`src/rtl/dice_pkg.sv`:
```
// dice_pkg: shared dice face patterns, FSM state encoding and face decode helper
package dice_pkg;
  localparam int PAT_W = 7;
  localparam logic [PAT_W-1:0] FACE_BLANK = 7'b0000000;
  localparam logic [PAT_W-1:0] FACE_1 = 7'b0000001;
  localparam logic [PAT_W-1:0] FACE_2 = 7'b1000010;
  localparam logic [PAT_W-1:0] FACE_3 = 7'b1000011;
  localparam logic [PAT_W-1:0] FACE_4 = 7'b1100110;
  localparam logic [PAT_W-1:0] FACE_5 = 7'b1100111;
  localparam logic [PAT_W-1:0] FACE_6 = 7'b1111110;
  typedef enum logic [1:0] {SETTLE, COUNT, HOLD} state_t;
  function automatic logic [2:0] decode_face(input logic [PAT_W-1:0] p);
    return p == FACE_1 ? 3'd1 : p == FACE_2 ? 3'd2 : p == FACE_3 ? 3'd3 :
           p == FACE_4 ? 3'd4 : p == FACE_5 ? 3'd5 : p == FACE_6 ? 3'd6 : 3'd0;
  endfunction
endpackage

```
`src/rtl/dice_sync.sv`:
```
// dice_sync: W-bit two-flop synchroniser, async active-high reset; ports i_Clk, i_Reset, d (async in), q (synced out)
module dice_sync #(
  parameter int W = 7
) (
  input  logic         i_Clk,
  input  logic         i_Reset,
  input  logic [W-1:0] d,
  output logic [W-1:0] q
);
  logic [W-1:0] m;
  always_ff @(posedge i_Clk or posedge i_Reset)
    if (i_Reset) {q, m} <= '0;
    else {q, m} <= {m, d};
endmodule

```
`src/rtl/dice_pattern_decoder.sv`:
```
// dice_pattern_decoder: debounced dice pattern to face decoder; i_Clk, i_Reset (async), i_Dice in; o_Number, o_Valid (strobe), o_Error, o_Blank out
module dice_pattern_decoder
  import dice_pkg::*;
#(
  parameter int STABLE_CYCLES = 4
) (
  input  logic             i_Clk,
  input  logic             i_Reset,
  input  logic [PAT_W-1:0] i_Dice,
  output logic [2:0]       o_Number,
  output logic             o_Valid,
  output logic             o_Error,
  output logic             o_Blank
);
  localparam int CW = $clog2(STABLE_CYCLES + 1);
  logic [PAT_W-1:0] s, l, a;
  logic [CW-1:0] cnt;
  logic [2:0] face;
  logic diff, done, accept, fresh;
  state_t state, state_nx;
  dice_sync #(.W(PAT_W)) u_sync (.i_Clk(i_Clk), .i_Reset(i_Reset), .d(i_Dice), .q(s));
  assign diff = s != l;
  assign done = cnt == CW'(STABLE_CYCLES - 1);
  always_ff @(posedge i_Clk or posedge i_Reset)
    if (i_Reset) begin
      state <= SETTLE;
      l <= '0;
      cnt <= '0;
    end else begin
      state <= state_nx;
      l <= s;
      cnt <= diff ? '0 : (state != HOLD && !done) ? cnt + 1'b1 : cnt;
    end
  always_comb state_nx = diff ? SETTLE : (state == HOLD || done) ? HOLD : COUNT;
  // a re-accepted copy of the last accepted pattern (bounce) leaves outputs alone
  always_comb begin
    accept = !diff && state != HOLD && done;
    fresh = accept && s != a;
    face = decode_face(s);
  end
  always_ff @(posedge i_Clk or posedge i_Reset)
    if (i_Reset) begin
      a <= FACE_BLANK;
      o_Number <= '0;
      o_Valid <= 1'b0;
      o_Error <= 1'b0;
      o_Blank <= 1'b1;
    end else begin
      o_Valid <= fresh && face != 3'd0;
      if (fresh) begin
        a <= s;
        o_Number <= face;
        o_Error <= face == 3'd0 && s != FACE_BLANK;
        o_Blank <= s == FACE_BLANK;
      end
    end
endmodule

```
`config.mk`:
```
export PLATFORM = sky130hd
export DESIGN_NAME = dice_pattern_decoder
export DESIGN_NICKNAME = d
export VERILOG_FILES = /design/src/rtl/dice_pkg.sv /design/src/rtl/dice_sync.sv /design/src/rtl/dice_pattern_decoder.sv
export SDC_FILE = /design/constraint.sdc
export NUM_CORES = 1
export LEC_CHECK = 0
export CAP_MARGIN = 5
export CORE_ASPECT_RATIO = 1.1
export CORE_UTILIZATION = 40
export DETAILED_ROUTE_END_ITERATION = 10
export MAX_ROUTING_LAYER = met4
export SYNTH_ARGS = -nofsm -noshare
export SYNTH_HDL_FRONTEND = slang
export SYNTH_SLANG_ARGS = --single-unit
```
`constraint.sdc`:
```
create_clock -name i_Clk -period 1.8 [get_ports i_Clk]
set_clock_uncertainty 0.05 [all_clocks]
set_input_delay 0.36 -clock i_Clk [delete_from_list [all_inputs] [get_ports i_Clk]]
set_output_delay 0.36 -clock i_Clk [all_outputs]
set_load 0.02 [all_outputs]
```
==> results.md <==
- Total cell area at the placement stage: 1834 µm²
- Clock tree from TritonCTS: done
- Post-detailed-placement half-perimeter wirelength: 1.738 mm
- Category of the worst setup path capture point: register
- Least-Margin Pin Slew: between 300 and 400 ps
- FMAX: 521.9 MHz
- Via/cell ratio: 4.704
- Outcome: complete, but fails checks
- Number of synthesized flops with an enable pin: 0
- Clk Tree Root Cell: sky130_fd_sc_hd__clkbuf_8
- Post-placement cell count: 182
- Wire length of the first global-routing pass: 4.153 mm
- CTS clock-pin slew for the worst setup and hold paths: 70 ps
- Violations in the final reports: setup timing
- Worst-case reg-to-reg path depth: 6
- Largest net degree at the start of global routing: 40
- Layout Area Growth over Synthesis: 33.04%
- Kind of launch point of the worst setup path: register
- Post-synthesis instance area: 1556 µm²
- Initial DRC count: 7
- Deepest clock path buffer count: 2
- Power density normalized to cell area: between 800 and 900 nW/µm²
- Share of layout cells above drive strength 1: 33.56%
- Antenna Violating Nets Remaining: 0
- Later-pin clock latency in the skew report: 290 ps
- Post-route design area: 2071 µm²
- Total wirelength of the detailed-routed design: ~2.6 mm
- Nets in the synthesized netlist: 120
- Initial antenna violation count: 0
- Yosys warning count: 0
- Worst hold path startpoint: u_sync.m[5]
- Slew margin rel.: 76.06%
- Unique masters post-synth: 30
- Worst reg2reg endpoint: a[3]
- GP Congestion: 0.7889
- Die Height: 67.43 µm
- Number of flip-flops and latches in the synthesized netlist: 39
- Leakage: just under 1 nW
- Final Hold Vio Count: 0
- Total die area: ~4100 µm²
- Rows: 23
- H-tree levels: 2
- Type of the most critical hold path: register to register
- Via count of the first global-routing pass: 915
- Count of mapped cells out of synthesis: 109
- Post-route worst hold slack: 300.7 ps
- Drt wl/cell: 12.91 µm
- Fin crit period: 1916 ps
- Data required time of the critical path: 1920 ps
- Unrepaired setup endpoints after global routing: yes
- Post-route worst setup slack: -116.1 ps
- Max VDD drop: 0.6397 mV
- Area of the core region: about 3700 µm²
- Initial standard-cell utilization of the core: 42.26%
- Die span in x: 61.48 µm
- TritonRoute pass-1 iters: 4
- Top flip-flop cell by instance count after synthesis: sky130_fd_sc_hd__dfrtp_1
- Beginning of the worst register-to-register path: u_sync.q[2]
- Number of vias after detailed routing: 936
- Mean post-synth cell area: 14.28 µm²
- Overall overflow remaining after global route: 0
- Clk sinks: 39
- Count of maximum capacitance violations: 0
- Cts bufs inserted: 5
- Number of setup violations in the final report: 12
- Critical path arrival: 2040 ps
- Fin crit share: 106.4%
- Final Max Tran Viols: 0
- Non-filler instance count after layout: approximately 200
- Number of cells on the worst hold path: 0
- Asr flop ratio synth: 100.0%
- Count of buffers from port buffering: 14
- Number of top-level pins: 15
- Register-to-register setup slack: -120 ps
- Sequential area share after synthesis: 62.78%
- Largest driver fanout on the critical path: 4
- DR DRC count: 0
- Overall routing resource usage: 14.85%
- Ant diodes: 0
- Type of the worst setup path: register to register
- Sink of the worst hold path: u_sync.q[5]
- Final-stage net count: 160
[cell type report]
class	instances	area (µm²)
fill	305	1613
sequential	39	978.4
multi-input combinational	63	569.3
timing repair buffer	38	346.6
clock buffer	5	68.82
tap	50	62.56
clock inverter	2	37.54
inverter	2	7.507
[placed cells by master (no fill, tap or decap), drive strengths merged]
cell type / instances
mux2i: 1
buf: 24
clkinvlp: 1
o41ai: 1
and3b: 1
xnor2: 5
nor3b: 1
clkdlybuf4s50: 13
ha: 2
bufinv: 1
a31oi: 1
o31ai: 1
and4b: 1
nor2b: 1
and2b: 1
nand4: 2
and3: 1
nand2: 2
dlygate4sd2: 1
mux2: 12
a21oi: 2
nor2: 11
dfstp: 1
nor3: 2
clkbuf: 5
a211oi: 1
nor4: 2
xor2: 11
dfrtp: 38
inv: 2
nand3: 1
[cell usage after synthesis, drive strengths merged, types with 2 or more instances]
cell type,count,share of area (%)
inv,2,0.48
xnor2,5,2.8
nor3,2,0.64
xor2,11,6.2
a21oi,2,0.64
dfrtp,38,61
nand2,2,0.48
ha,2,1.6
buf,5,2.7
nand4,2,0.80
mux2,12,9.9
nor4,2,1.2
nor2,11,2.7
[registers in the layout, summed over array words and instances, names as in the netlist]
register  flops
o_Blank       1
o_Number      3
u_sync.m      7
u_sync.q      7
state         2
a             7
l             7
o_Valid       1
o_Error       1
cnt           3
[per-layer routing]
layer,routed length [µm],GRT usage [%]
met1,1129,17.68
met5,0,-
met4,51,6.667
met3,86,4.598
met2,1304,23.10
[logic make-up (layout without fill, tap and decap cells)]
group / Yosys count / count (layout) / share of synthesized area [%]
AO/OA/AOI/OAI: 6 / 6 / 3.779
XOR/XNOR: 16 / 16 / 9.003
adder cells (fa/ha/maj): 2 / 2 / 1.607
buffers and inverters: 7 / 47 / 3.215
flip-flops: 39 / 39 / 62.78
multiplexers: 13 / 13 / 10.53
AND/OR/NAND/NOR: 26 / 26 / 9.085
[how the worst max path moves through the flow]
stage	start	endpoint	depth (start not counted)
2_1_floorplan	u_sync.q[1]	o_Error	7
3_3_place_gp	u_sync.q[3]	o_Error	5
3_5_place_dp	u_sync.q[6]	o_Error	5
4_1_cts	l[3]	o_Error	5
5_1_grt	u_sync.q[2]	a[4]	6
6_report	u_sync.q[2]	a[3]	6
[report_power, final]
group          internal (W)  switching, W  leakage, nW  total [W]
registers          0.000901     0.0000139        0.492   0.000915
logic             0.0000655     0.0000599        0.434   0.000125
clock network      0.000404      0.000283       0.0502   0.000687
total               0.00137      0.000357        0.976    0.00173
[critical path: stages (launching register included)]
cell and delay [ps]:
sky130_fd_sc_hd__dfrtp_1 410, sky130_fd_sc_hd__xor2_1 160, sky130_fd_sc_hd__nor4_2 320, sky130_fd_sc_hd__and4b_2 330
sky130_fd_sc_hd__buf_4 130, sky130_fd_sc_hd__buf_6 110, sky130_fd_sc_hd__mux2_4 290
[what timing repair did]
item                                    4_1_cts  5_1_grt
endpoints found under the setup margin       13       13
gates resized for setup                      13        3
hold buffers                                  0        0
setup buffers                                 2        8
pin swaps                                     3        6
cloned                                        0        0
[per-stage QoR]
| stage | TNS (ps) | power (W) | util, % | setup WS [ps] |
|---|---|---|---|---|
| after floorplan | -341.1 | 0.0009875 | - | -76.55 |
| after global placement | -1002 | 0.001037 | 49.80 | -93.49 |
| after detailed placement | -1206 | 0.001041 | 49.80 | -119.5 |
| after CTS | -922.4 | 0.001739 | 54.31 | -116.7 |
| after global routing | -2084 | 0.001796 | 56.22 | -192.3 |
| final | -1244 | 0.001728 | 56.22 | -116.1 |
Note: power is estimated with default switching activity, not from simulation.
